`src/rtl/sample_tick_gen_pkg.sv`:
```
// Shared constants and helpers for the multi-channel sample tick generator.
// Optional phase-align feature: SAMPLE_TICK_ALIGN_EN.
package sample_tick_pkg;

  localparam int unsigned CNT_WIDTH_DEF = 8;
  localparam int unsigned NUM_CH_DEF    = 4;

  // Period register reset value is all-ones, giving the legacy 256-cycle strobe.
  localparam logic RST_PERIOD_FILL = 1'b1;

  function automatic int unsigned ch_idx_width(input int unsigned n);
    return (n > 1) ? $clog2(n) : 1;
  endfunction

endpackage

```
`src/rtl/sample_tick_gen_if.sv`:
```
// Configuration/strobe bundle between the tick generator and its consumers.
// The align input exists only when SAMPLE_TICK_ALIGN_EN is defined.
interface sample_tick_gen_if
  import sample_tick_pkg::*;
#(
  parameter int unsigned CNT_WIDTH = CNT_WIDTH_DEF,
  parameter int unsigned NUM_CH    = NUM_CH_DEF
);
  localparam int unsigned CH_W = ch_idx_width(NUM_CH);

  logic [NUM_CH-1:0]    ch_en;
  logic                 cfg_wr;
  logic [CH_W-1:0]      cfg_ch;
  logic [CNT_WIDTH-1:0] cfg_period;
  logic [NUM_CH-1:0]    tick;
  logic [NUM_CH-1:0]    pending;

`ifdef SAMPLE_TICK_ALIGN_EN
  logic                 align;

  modport master (output ch_en, cfg_wr, cfg_ch, cfg_period, align,
                  input  tick, pending);
  modport slave  (input  ch_en, cfg_wr, cfg_ch, cfg_period, align,
                  output tick, pending);
`else
  modport master (output ch_en, cfg_wr, cfg_ch, cfg_period,
                  input  tick, pending);
  modport slave  (input  ch_en, cfg_wr, cfg_ch, cfg_period,
                  output tick, pending);
`endif

endinterface

```
`src/rtl/sample_tick_gen_chan.sv`:
```
// One tick channel: free-running counter with active and staged period registers.
// Staged periods land only when the counter restarts at 0.
module sample_tick_chan
  import sample_tick_pkg::*;
#(
  parameter int unsigned CNT_WIDTH = CNT_WIDTH_DEF
) (
  input  logic                 clk,
  input  logic                 n_rst,
  input  logic                 en,
  input  logic                 wr,
  input  logic [CNT_WIDTH-1:0] wr_data,
  input  logic                 align,
  output logic                 tick,
  output logic                 pending
);

  logic [CNT_WIDTH-1:0] cnt;
  logic [CNT_WIDTH-1:0] per;
  logic [CNT_WIDTH-1:0] stg;
  logic                 pend;
  logic                 at_top;
  logic                 restart;

  always_comb begin
    at_top  = (cnt == per);
    restart = align || !en || at_top;
  end

  assign tick    = en && at_top && !align;
  assign pending = pend;

  always_ff @(posedge clk) begin
    if (!n_rst) begin
      cnt  <= '0;
      per  <= {CNT_WIDTH{RST_PERIOD_FILL}};
      stg  <= '0;
      pend <= 1'b0;
    end else if (restart) begin
      cnt <= '0;
      // A write coinciding with a restart bypasses staging entirely.
      if (wr) begin
        per  <= wr_data;
        stg  <= wr_data;
        pend <= 1'b0;
      end else if (pend) begin
        per  <= stg;
        pend <= 1'b0;
      end
    end else begin
      cnt <= cnt + 1'b1;
      if (wr) begin
        stg  <= wr_data;
        pend <= 1'b1;
      end
    end
  end

endmodule

```
`src/rtl/sample_tick_gen.sv`:
```
// Multi-channel sample-rate tick generator; decodes period writes per channel.
// Define SAMPLE_TICK_ALIGN_EN to add the global phase-align input.
module sample_tick_gen
  import sample_tick_pkg::*;
#(
  parameter int unsigned CNT_WIDTH = CNT_WIDTH_DEF,
  parameter int unsigned NUM_CH    = NUM_CH_DEF
) (
  input logic               clk,
  input logic               n_rst,
  sample_tick_gen_if.slave  bus
);

  localparam int unsigned CH_W = ch_idx_width(NUM_CH);

  logic [NUM_CH-1:0] wr;
  logic [NUM_CH-1:0] tick;
  logic [NUM_CH-1:0] pending;
  logic              align;

`ifdef SAMPLE_TICK_ALIGN_EN
  assign align = bus.align;
`else
  assign align = 1'b0;
`endif

  assign bus.tick    = tick;
  assign bus.pending = pending;

  for (genvar i = 0; i < NUM_CH; i++) begin : g_ch
    // Indices at or beyond NUM_CH match no channel, so such writes are dropped.
    assign wr[i] = bus.cfg_wr && (bus.cfg_ch == CH_W'(i));

    sample_tick_chan #(
      .CNT_WIDTH (CNT_WIDTH)
    ) u_chan (
      .clk     (clk),
      .n_rst   (n_rst),
      .en      (bus.ch_en[i]),
      .wr      (wr[i]),
      .wr_data (bus.cfg_period),
      .align   (align),
      .tick    (tick[i]),
      .pending (pending[i])
    );
  end

endmodule
```
`src/flat_wrapper.sv`:
```
// flat-port wrapper written by rule: the top's interface ports become plain ports
module sample_tick_gen_flat import sample_tick_pkg::*;
#(
  parameter int unsigned CNT_WIDTH = CNT_WIDTH_DEF,
  parameter int unsigned NUM_CH    = NUM_CH_DEF
)
  (clk, n_rst, bus_ch_en, bus_cfg_wr, bus_cfg_ch, bus_cfg_period, bus_tick, bus_pending);
  sample_tick_gen_if #(.CNT_WIDTH(CNT_WIDTH), .NUM_CH(NUM_CH)) bus_i ();
  input logic clk;
  input logic n_rst;
  input wire logic [$bits(bus_i.ch_en)-1:0] bus_ch_en;
  input wire logic [$bits(bus_i.cfg_wr)-1:0] bus_cfg_wr;
  input wire logic [$bits(bus_i.cfg_ch)-1:0] bus_cfg_ch;
  input wire logic [$bits(bus_i.cfg_period)-1:0] bus_cfg_period;
  output wire logic [$bits(bus_i.tick)-1:0] bus_tick;
  output wire logic [$bits(bus_i.pending)-1:0] bus_pending;
  assign bus_i.ch_en = bus_ch_en;
  assign bus_i.cfg_wr = bus_cfg_wr;
  assign bus_i.cfg_ch = bus_cfg_ch;
  assign bus_i.cfg_period = bus_cfg_period;
  assign bus_tick = bus_i.tick;
  assign bus_pending = bus_i.pending;
  sample_tick_gen #(.CNT_WIDTH(CNT_WIDTH), .NUM_CH(NUM_CH)) u_core (.clk(clk), .n_rst(n_rst), .bus(bus_i));
endmodule
```
`config.mk`:
```
export PLATFORM = sky130hd
export DESIGN_NAME = sample_tick_gen_flat
export DESIGN_NICKNAME = d
export VERILOG_FILES = /design/src/rtl/sample_tick_gen_pkg.sv /design/src/rtl/sample_tick_gen_if.sv /design/src/rtl/sample_tick_gen_chan.sv /design/src/rtl/sample_tick_gen.sv /design/src/flat_wrapper.sv
export SDC_FILE = /design/constraint.sdc
export NUM_CORES = 1
export LEC_CHECK = 0
export ABC_AREA = 0
export ABC_CLOCK_PERIOD_IN_PS = 2200
export CORE_UTILIZATION = 40
export CTS_CLUSTER_DIAMETER = 50
export DETAILED_ROUTE_END_ITERATION = 6
export SLEW_MARGIN = 20
export SYNTH_ARGS = -nofsm -noshare
export SYNTH_HDL_FRONTEND = slang
export SYNTH_SLANG_ARGS = --single-unit
```
`constraint.sdc`:
```
create_clock -name clk -period 2.2 [get_ports clk]
set_clock_uncertainty 0.1 [all_clocks]
set_input_delay 0.55 -clock clk [delete_from_list [all_inputs] [get_ports clk]]
set_output_delay 0.55 -clock clk [all_outputs]
set_load 0.02 [all_outputs]
```
==> After elaboration in Yosys (flattened, before gate mapping) <==
Cells that the tools add are included.
{ "totals": {"ff_bits": 100, "inputBits": 17, "out_inout_bits": 8} }
{ "op_classes": {"add_sub_neg": 4, "eq_ne": 7, "mux": 8, "bitwise": 1, "n_reduce_logical": 29} }
{ "ops": {"columns": ["cell", "count"], "rows": [
  ["$mux W8", 8],
  ["$add A8 B1 Y8 const B", 4],
  ["$eq A8 B8 Y1", 4],
  ["$logic_and A1 B1 Y1", 8],
  ["$reduce_and A2 Y1", 4],
  ["$reduce_bool A2 Y1", 4],
  ["$reduce_or A2 Y1", 4],
  ["$eq A2 B2 Y1 const B", 2],
  ["$logic_not A1 Y1", 4],
  ["$logic_or A1 B1 Y1", 4],
  ["$eq A2 B1 Y1 const B", 1],
  ["$logic_not A2 Y1", 1],
  ["$not A1 Y1", 1]
]} }

==> Longest topological paths before layout <==
Gate-level depths: netlist of run 1.
{ "logic_depth": {"ltp_word": 4, "ltp_mapped": 6, "depth_no_buf": 5} }

==> Hierarchy <==
From an unflattened synthesis of run 1, not the netlist that was laid out.
{ "hier_totals": {"cells_unflattened": 529, "hier_area_um2": 5061.1} }
{ "modules_own_cells": {"columns": ["mod", "n_inst", "cells_each", "area_each_um2", "seq_area_each_um2"], "rows": [
  ["sample_tick_chan", 4, 131, 1255.0, 500.5],
  ["sample_tick_gen", 1, 5, 41.3, 0.0]
]} }

==> Worst setup path after synthesis of run 1 <==
Ideal clock, no wire load.
{ "synth_path": {"kind": "register to output", "start": "register u_core.g_ch[3].u_chan.cnt[5]", "end": "output bus_tick[3]", "arrival_time_ns": 1.417, "required_ns": 1.550, "setup_slack_ns": 0.133, "stages_incl_launch_ff": 6, "n_path_buf": 1, "cell_sequence": "dfxtp_1 > xnor2_1 > nand4_2 > nor2_1 > and2_1 > buf_4"} }
{ "synth_between": {"elab_chain_len": 2} }
{ "synth_lines": {"columns": ["item", "line_no", "source"], "rows": [
  ["from (decl)", "sample_tick_gen_chan.sv:18", "logic [CNT_WIDTH-1:0] cnt;"],
  ["from (signal assigned)", "sample_tick_gen_chan.sv:51", "cnt <= cnt + 1'b1;"],
  ["$eq A8 B8 Y1", "sample_tick_gen_chan.sv:26", "at_top = (cnt == per);"],
  ["$logic_and A1 B1 Y1", "sample_tick_gen_chan.sv:30", "assign tick = en && at_top && !align;"],
  ["to (decl)", "flat_wrapper.sv:15", "output wire logic [$bits(bus_i.tick)-1:0] bus_tick;"]
]} }
No other way between the ends.

==> Final worst setup path of run 1 <==
{ "layout_path": {"start": "input bus_cfg_ch[1]", "end": "register u_core.g_ch[1].u_chan.per[0]"} }
{ "layout_between": {"elab_chain_len": 4} }
{ "layout_lines": {"columns": ["item", "line_no", "source"], "rows": [
  ["from (decl)", "flat_wrapper.sv:13", "input wire logic [$bits(bus_i.cfg_ch)-1:0] bus_cfg_ch;"],
  ["$eq A2 B1 Y1 *", "sample_tick_gen.sv:32", "assign wr[i] = bus.cfg_wr && (bus.cfg_ch == CH_W'(i));"],
  ["$logic_and A1 B1 Y1 *", "sample_tick_gen.sv:32", null],
  ["$reduce_bool A2 Y1 (no line)", null, null],
  ["$reduce_and A2 Y1 (no line)", null, null],
  ["to (signal assigned)", "sample_tick_gen_chan.sv:36", "per <= {CNT_WIDTH{RST_PERIOD_FILL}};"],
  ["to (signal assigned)", "sample_tick_gen_chan.sv:43", "per <= wr_data;"],
  ["to (signal assigned)", "sample_tick_gen_chan.sv:47", "per <= stg;"],
  ["to (decl)", "sample_tick_gen_chan.sv:19", "logic [CNT_WIDTH-1:0] per;"]
]} }
Every way passes the cells marked *; elsewhere a longest branch is shown, timed or not.
A chain may end at the register's enable or synchronous reset.

==> implementation parameters, run 1 <==
Parameter                              Value

Run status
  Outcome    finished clean

Placement
  Setup slack at placement    -0.3419 ns
  Final estimated routing congestion in global placement    slightly below 0.8
  Number of input and output port buffers inserted    24
  Detailed placer's ending HPWL    8064 µm

Route
  Detailed-route vias per instance    roughly 5.4
  Routed length per placed instance    15.54 µm
  Antenna violation net count after detailed routing    0
  Starting DRT DRC Count    around 130
  Sum of routed wire length over all layers    around 11000 µm
  Length of the first detailed-routing pass in iterations    4
  Residual DRC count    0
  Vias    between 3000 and 4000

Timing
  Least-Margin Pin Slew    slightly above 0.6 ns
  Tcrit/Tclk final    just under 100%
  Final-report setup violation count    0
  Highest attainable clock frequency    469.5 MHz
  Rel. slew slack    ~60%
  Period minus WS final    around 2.1 ns
  Number of endpoints with negative hold slack in the final report    0
  Final slew viol count    0
  Post-layout worst setup margin    roughly 0.07 ns

Clock network
  Number of H-tree levels    3
  CTS tree    built
  Clock tree root driver cell    sky130_fd_sc_hd__clkbuf_16
  Worst-path clk slew    0.06 ns
  Number of buffers created by CTS    9
  Worst-Skew Late Latency    around 0.34 ns
  Clock sink count    100
  Clock Tree Buf Depth    2

Finish
  Antenna cells    0
  Post-synthesis to final-layout area growth    26.62%
  Filler instances    between 1000 and 1500
  Layout net count    about 610
  Commonest cells after routing, fill and taps aside    sky130_fd_sc_hd__dfxtp_1 (99), sky130_fd_sc_hd__buf_4 (93), sky130_fd_sc_hd__nor2_1 (73)
  Core Util, Final    between 50% and 60%
  Most frequent standard cell in the layout excluding fill and tap cells    sky130_fd_sc_hd__dfxtp_1
  Layout cells sized above 1    a little under a quarter

Flow run
  Max-cap violation count    0

Setup path
  Critical Path Sink Type    register
  Crit path max-delay cell type    sky130_fd_sc_hd__clkdlybuf4s50_1
  Biggest cell delay along the critical path    ~0.47 ns
  Crit Reg-Reg Endpoint    u_core.g_ch[1].u_chan.cnt[3]
  Critical Path End    u_core.g_ch[1].u_chan.per[0]
  Data arrival time of the critical path    between 2 and 2.5 ns
  Worst reg2reg setup slack    about 0.39 ns
  Type of the worst setup path    input port to register
  Reg-to-Reg Start    u_core.g_ch[1].u_chan.per[2]
  Startpoint type of the worst setup path    input port
  Max Fanout on Critical Path    5
  Worst R2R Path Depth    7
  Critical Path Source    bus_cfg_ch[1]
  Critical path required time    approximately 2.4 ns
  Cells traversed along the worst timing path    clkdlybuf4s50_1 -> nand3b_1 -> buf_4 -> mux2i_1 -> a32o_1 -> a311oi_1

Yosys
  Yosys reg bits    100
  Summed instance area of the synthesized netlist    ~0.0049 mm²
  Synth warnings    0
  Count of cell types in the netlist    35
  Simple-gate portion of the synthesized area    about an eighth
  Share of synthesized area occupied by flip-flops and latches    a little over 40%
  Nets in the synthesized netlist    513
  Mapped Cells    around 490
  Post-Synth Adder-Cell Area    1.027%
  Xor and xnor fraction of the mapped netlist area    about a tenth
  Compound-Gate Fraction of Synth Area    21.80%
  Synth Area per Inst    9.905 µm²
  Share of cell area taken by muxes after synthesis    6.573%
  Dominant combinational cell family by area after synthesis    compound AO/OA/AOI/OAI gates

Global route
  Overall overflow remaining after global route    0
  Number of global-route vias before repair    4091
  Wire length of the first global-routing pass    around 19000 µm
  Number of antenna violations at the first check in global routing    0
  All-Layer GR Usage    between 10% and 20%
  Largest net degree at the start of global routing    69

Floorplan
  DIE HEIGHT    roughly 110 µm
  Total Die Area    0.01263 mm²
  Row Count    39
  Effective utilization at floorplan    approximately two fifths
  Top-level I/O count    25
  Core outline area    around 0.012 mm²
  DIE WIDTH    around 110 µm

Worst hold path
  Path class of the lowest-slack min-delay path    register to register

Power
  Peak supply drop    about 0.37 mV
  Power density cells    ~660 mW/mm²
  Leakage    roughly 2.7 nW
[metrics by stage]
| stage | cells | hold slack (ns) | TNS [ns] | area, µm² | total power [mW] |
|---|---|---|---|---|---|
| finish | 738 | 0.4354 | 0 | 6171 | 4.050 |
| global route | 738 | 0.4621 | -0.01496 | 6171 | 4.221 |
| CTS | 737 | 0.4350 | 0 | 6117 | 4.073 |
| detailed placement | 720 | 0.4260 | -9.250 | 5817 | 2.467 |
| global placement | 720 | 0.4172 | -7.162 | 5817 | 2.453 |
| floorplan | 492 | 0.3370 | 0 | 4873 | 2.278 |
[worst max-delay path, delay by kind of cell]
kind | cells | cell delay, ns
AND/OR/NAND/NOR | 1 | 0.38
multiplexers | 1 | 0.18
buffers and inverters | 2 | 0.74
AO/OA/AOI/OAI | 2 | 0.43
[where the power goes]
group	switching, mW	internal [mW]	total (mW)
Combinational	0.251	0.246	0.497
Clock	0.662	0.947	1.61
Sequential	0.0520	1.89	1.94
[what timing repair did]
| action | in CTS | in global routing |
|---|---|---|
| resized for setup | 17 | 10 |
| gates cloned | 0 | 0 |
| pin swaps | 3 | 5 |
| setup buffers | 1 | 1 |
| endpoints found under the setup margin | 4 | 12 |
| hold buffers | 0 | 0 |
[how the worst min path moves through the flow]
| stage | slack, ns | cells past startpoint | to | start |
|---|---|---|---|---|
| after global placement | 0.42 | 2 | u_core.g_ch[3].u_chan.stg[5] | u_core.g_ch[3].u_chan.stg[5] |
| after detailed placement | 0.43 | 2 | u_core.g_ch[2].u_chan.cnt[7] | u_core.g_ch[2].u_chan.cnt[7] |
| after CTS | 0.44 | 2 | u_core.g_ch[1].u_chan.cnt[7] | u_core.g_ch[1].u_chan.cnt[7] |
| after floorplan | 0.34 | 1 | u_core.g_ch[0].u_chan.cnt[0] | u_core.g_ch[0].u_chan.cnt[0] |
| final | 0.44 | 2 | u_core.g_ch[0].u_chan.cnt[0] | u_core.g_ch[0].u_chan.cnt[0] |
| after global routing | 0.46 | 2 | u_core.g_ch[1].u_chan.cnt[7] | u_core.g_ch[1].u_chan.cnt[7] |
[sequential cells by signal, indices dropped and copies added, names as in the netlist]
| register | cells |
|---|---|
| u_core.g_ch.u_chan.per | 32 |
| u_core.g_ch.u_chan.pending | 4 |
| u_core.g_ch.u_chan.stg | 32 |
| u_core.g_ch.u_chan.cnt | 32 |
[cell usage after synthesis]
cell type | instances | area share (%)
sky130_fd_sc_hd__nand4_1 | 6 | 0.77
sky130_fd_sc_hd__nand3_2 | 1 | 0.21
sky130_fd_sc_hd__nor2b_1 | 1 | 0.13
sky130_fd_sc_hd__or3b_1 | 1 | 0.18
sky130_fd_sc_hd__dfxtp_1 | 100 | 41
sky130_fd_sc_hd__a31oi_1 | 1 | 0.13
sky130_fd_sc_hd__o211ai_2 | 4 | 1.0
sky130_fd_sc_hd__o2111a_1 | 32 | 7.4
sky130_fd_sc_hd__buf_1 | 3 | 0.23
sky130_fd_sc_hd__and2_1 | 5 | 0.64
sky130_fd_sc_hd__nor3b_1 | 1 | 0.15
sky130_fd_sc_hd__xnor2_1 | 42 | 7.5
sky130_fd_sc_hd__a211oi_2 | 2 | 0.51
sky130_fd_sc_hd__mux2i_1 | 32 | 6.6
sky130_fd_sc_hd__inv_1 | 40 | 3.1
sky130_fd_sc_hd__buf_6 | 4 | 0.92
sky130_fd_sc_hd__nor3_1 | 1 | 0.10
sky130_fd_sc_hd__a311oi_1 | 32 | 5.8
sky130_fd_sc_hd__a32o_1 | 32 | 6.6
sky130_fd_sc_hd__xor2_1 | 14 | 2.5
sky130_fd_sc_hd__nand3b_1 | 2 | 0.31
sky130_fd_sc_hd__buf_4 | 9 | 1.4
sky130_fd_sc_hd__and4_1 | 1 | 0.18
sky130_fd_sc_hd__nor2_2 | 4 | 0.51
sky130_fd_sc_hd__nor3_2 | 1 | 0.21
sky130_fd_sc_hd__clkbuf_1 | 12 | 0.92
sky130_fd_sc_hd__and3_1 | 5 | 0.64
sky130_fd_sc_hd__nor2_1 | 74 | 5.7
sky130_fd_sc_hd__nand4_2 | 4 | 1.0
sky130_fd_sc_hd__nand3_1 | 11 | 1.1
sky130_fd_sc_hd__ha_1 | 4 | 1.0
sky130_fd_sc_hd__a211oi_4 | 1 | 0.41
sky130_fd_sc_hd__nand2_1 | 6 | 0.46
sky130_fd_sc_hd__and2_4 | 2 | 0.36
sky130_fd_sc_hd__buf_2 | 2 | 0.21
[routing by layer]
metal | vias to the layer above | part of all wire, % | track usage [%]
met1 | 1916 | 49 | 26.08
li1 | 2006 | - | -
met4 | 0 | 1.5 | 7.467
met5 | - | 0 | 0
met3 | 12 | 3.4 | 2.754
met2 | 65 | 47 | 31.18
[area by class of cell]
class | count | area, µm² | share of cell area [%]
Tap cell | 143 | 178.9 | 2.899
Inverter | 40 | 150.1 | 2.433
Clock inverter | 1 | 30.03 | 0.4866
Timing Repair Buffer | 117 | 943.4 | 15.29
Multi-Input combinational cell | 322 | 2597 | 42.09
Sequential cell | 100 | 2003 | 32.46
Clock buffer | 15 | 267.8 | 4.339
[logic make-up (layout without fill, tap and decap cells)]
| logic type | Yosys count | after routing |
|---|---|---|
| xor gates and xnor gates | 56 | 56 |
| AOI/OAI and AO/OA | 104 | 104 |
| DFF | 100 | 100 |
| adders and majority gates | 4 | 4 |
| and+or+nand+nor | 126 | 126 |
| muxes | 32 | 32 |
| buffers and inverters | 70 | 173 |
Note: power is estimated with default switching activity, not from simulation.
==> run 2: changes to the inputs <==
CORE_MARGIN = 2   (was not set)
==> run 2 against run 1 <==
  * Sequential share of layout area shrank 0.29 points
  * Setup slack improved by 0.0046 ns
  * Die area increased by 3.6%
  * Sequential power about the same
  * First-iteration DRC count decreased by 3.7%
  * Final cell count increased by 0.68%
  * Via count up 1.2%
  * Power grew 5.6%
  * Hold slack lost 0.012 ns
  * Global-route usage decreased by 1.0 points
  * Fmax up 0.21%
  * Wire length down 0.29%
  * Critical endpoint is now bus_tick[3]
  * Largest power group unchanged
==> implementation parameters, run 2 (synthesis gave the netlist of run 1 again) <==
Parameter                              Value

Run status
  Outcome    finished clean

Flow run
  Max-cap violation count    0

Timing
  Number of endpoints with negative hold slack in the final report    0
  Post-route worst hold slack    between 0.4 and 0.5 ns
  Highest attainable clock frequency    approximately 470 MHz
  Rel. slew slack    about three fifths
  Final-report setup violation count    0
  Tcrit/Tclk final    between 90% and 100%
  Final slew viol count    0
  Unrepaired setup endpoints after global routing    false
  Period minus WS final    2.125 ns
  Least-Margin Pin Slew    0.5949 ns

Setup path
  Startpoint type of the worst setup path    register
  Data arrival time of the critical path    between 1 and 1.5 ns
  Critical Path Sink Type    output port
  Max Fanout on Critical Path    2
  Critical path required time    roughly 1.6 ns
  Crit Reg-Reg Endpoint    u_core.g_ch[0].u_chan.cnt[3]
  Worst reg2reg setup slack    between 0.5 and 0.6 ns
  Type of the worst setup path    register to output port
  Reg-to-Reg Start    u_core.g_ch[0].u_chan.per[6]
  Worst R2R Path Depth    5

Clock network
  Clock Tree Buf Depth    2
  Clock sink count    100
  Number of H-tree levels    3
  Clock tree root driver cell    sky130_fd_sc_hd__clkbuf_16
  Worst-path clk slew    0.07 ns
  CTS tree    built
  Number of buffers created by CTS    9
  Worst-Skew Late Latency    0.34 ns

Floorplan
  Effective utilization at floorplan    about two fifths
  DIE HEIGHT    roughly 110 µm
  Total Die Area    0.01308 mm²
  Row Count    40
  Core outline area    ~0.012 mm²
  DIE WIDTH    114.4 µm
  Top-level I/O count    25

Global route
  Largest net degree at the start of global routing    35
  Wire length of the first global-routing pass    about 19000 µm
  All-Layer GR Usage    18.25%
  Number of antenna violations at the first check in global routing    0
  Number of global-route vias before repair    just over 4000
  Overall overflow remaining after global route    0

Placement
  Detailed placer's ending HPWL    roughly 8000 µm
  Number of input and output port buffers inserted    24
  Placed cells    a little over 700
  Final estimated routing congestion in global placement    slightly below 0.8

Finish
  Post-route insts no fill    roughly 740
  Antenna cells    0
  Largest registers in the final layout    u_core.g_ch.u_chan.cnt x32, u_core.g_ch.u_chan.per x32, u_core.g_ch.u_chan.stg x32
  Post-synthesis to final-layout area growth    27.83%
  Layout net count    612
  Most frequent standard cell in the layout excluding fill and tap cells    sky130_fd_sc_hd__dfxtp_1
  Commonest cells after routing, fill and taps aside    sky130_fd_sc_hd__dfxtp_1 (98), sky130_fd_sc_hd__buf_4 (97), sky130_fd_sc_hd__nor2_1 (71)
  Layout cells sized above 1    24.16%

Power
  Leakage    2.720 nW
  Peak supply drop    approximately 0.32 mV
  Power density cells    between 600 and 700 mW/mm²

Route
  Residual DRC count    0
  Routed length per placed instance    between 15 and 20 µm
  Length of the first detailed-routing pass in iterations    4
  Detailed-route vias per instance    roughly 5.4
  Starting DRT DRC Count    about 130
  Sum of routed wire length over all layers    about 11000 µm
  Vias    just over 4000
  Antenna violation net count after detailed routing    0

Worst hold path
  Path class of the lowest-slack min-delay path    register to register
  Hold EP    u_core.g_ch[0].u_chan.cnt[7]
  Worst Hold Path Cells    2
  Hold_sp    u_core.g_ch[0].u_chan.cnt[7]
[run 2: area by class of cell]
| type | count | area [µm²] |
|---|---|---|
| Fill cell | 1072 | 5732 |
| Multi-Input combinational cell | 322 | 2597 |
| Sequential cell | 100 | 2004 |
| Timing Repair Buffer | 118 | 943.4 |
| Clock buffer | 10 | 239.0 |
| Tap cell | 147 | 183.9 |
| Inverter | 40 | 150.1 |
| Clock inverter | 6 | 111.4 |
[run 2: worst max-delay path by stage]
stage	from	to	slack (ns)
finish	u_core.g_ch[3].u_chan.cnt[6]	bus_tick[3]	0.07
global route	bus_cfg_wr	u_core.g_ch[0].u_chan.per[7]	0.0002
CTS	u_core.g_ch[3].u_chan.per[6]	bus_tick[3]	0.05
detailed placement	bus_cfg_ch[1]	u_core.g_ch[1].u_chan.per[6]	-0.30
global placement	bus_ch_en[2]	bus_tick[2]	-0.30
floorplan	u_core.g_ch[3].u_chan.cnt[5]	bus_tick[3]	0.13
[run 2: power breakdown]
| group | switching (mW) | total (mW) | internal [mW] |
|---|---|---|---|
| Combinational | 0.250 | 0.496 | 0.246 |
| Sequential | 0.0521 | 1.94 | 1.89 |
| Clock | 0.694 | 1.84 | 1.14 |
| Total | 0.996 | 4.28 | 3.28 |
[run 2: critical path, stage by stage, from the launching register on]
cell and delay, ns:
sky130_fd_sc_hd__dfxtp_1 0.32, sky130_fd_sc_hd__xnor2_1 0.19, sky130_fd_sc_hd__nand4_2 0.15, sky130_fd_sc_hd__nor2_2 0.16
sky130_fd_sc_hd__and2_4 0.17, sky130_fd_sc_hd__buf_4 0.14
[run 2: what timing repair did]
item / in CTS / in global routing
cloned: 0 / 0
pin swaps: 2 / 7
resized for setup: 17 / 15
endpoints found under the setup margin: 4 / 18
setup buffers: 0 / 2
hold buffers: 0 / 0
[run 2: per-stage QoR]
step / utilization, % / instance area [µm²] / total power [mW] / setup WS (ns) / TNS (ns)
6_report: 52.08 / 6230 / 4.278 / 0.07459 / 0
5_1_grt: 52.08 / 6230 / 4.433 / 0.0001930 / 0
4_1_cts: 51.40 / 6148 / 4.306 / 0.04646 / 0
3_5_place_dp: 48.63 / 5817 / 2.468 / -0.2990 / -8.647
3_3_place_gp: 48.63 / 5817 / 2.455 / -0.2985 / -6.964
2_1_floorplan: - / 4873 / 2.278 / 0.1335 / 0
[run 2: metal layers]
metal | track usage [%] | wire, µm | up-vias
li1 | - | - | 2008
met1 | 24.22 | 5502 | 1953
met2 | 30.18 | 5438 | 69
met3 | 2.276 | 290 | 15
met4 | 7.317 | 202 | 0
met5 | 0 | 0 | -
==> run 3: changes to the inputs <==
ABC_CLOCK_PERIOD_IN_PS = not set   (was 2200)
==> results of run 3 <==
The final DEF is identical to that of run 2; final timing and power are the same.
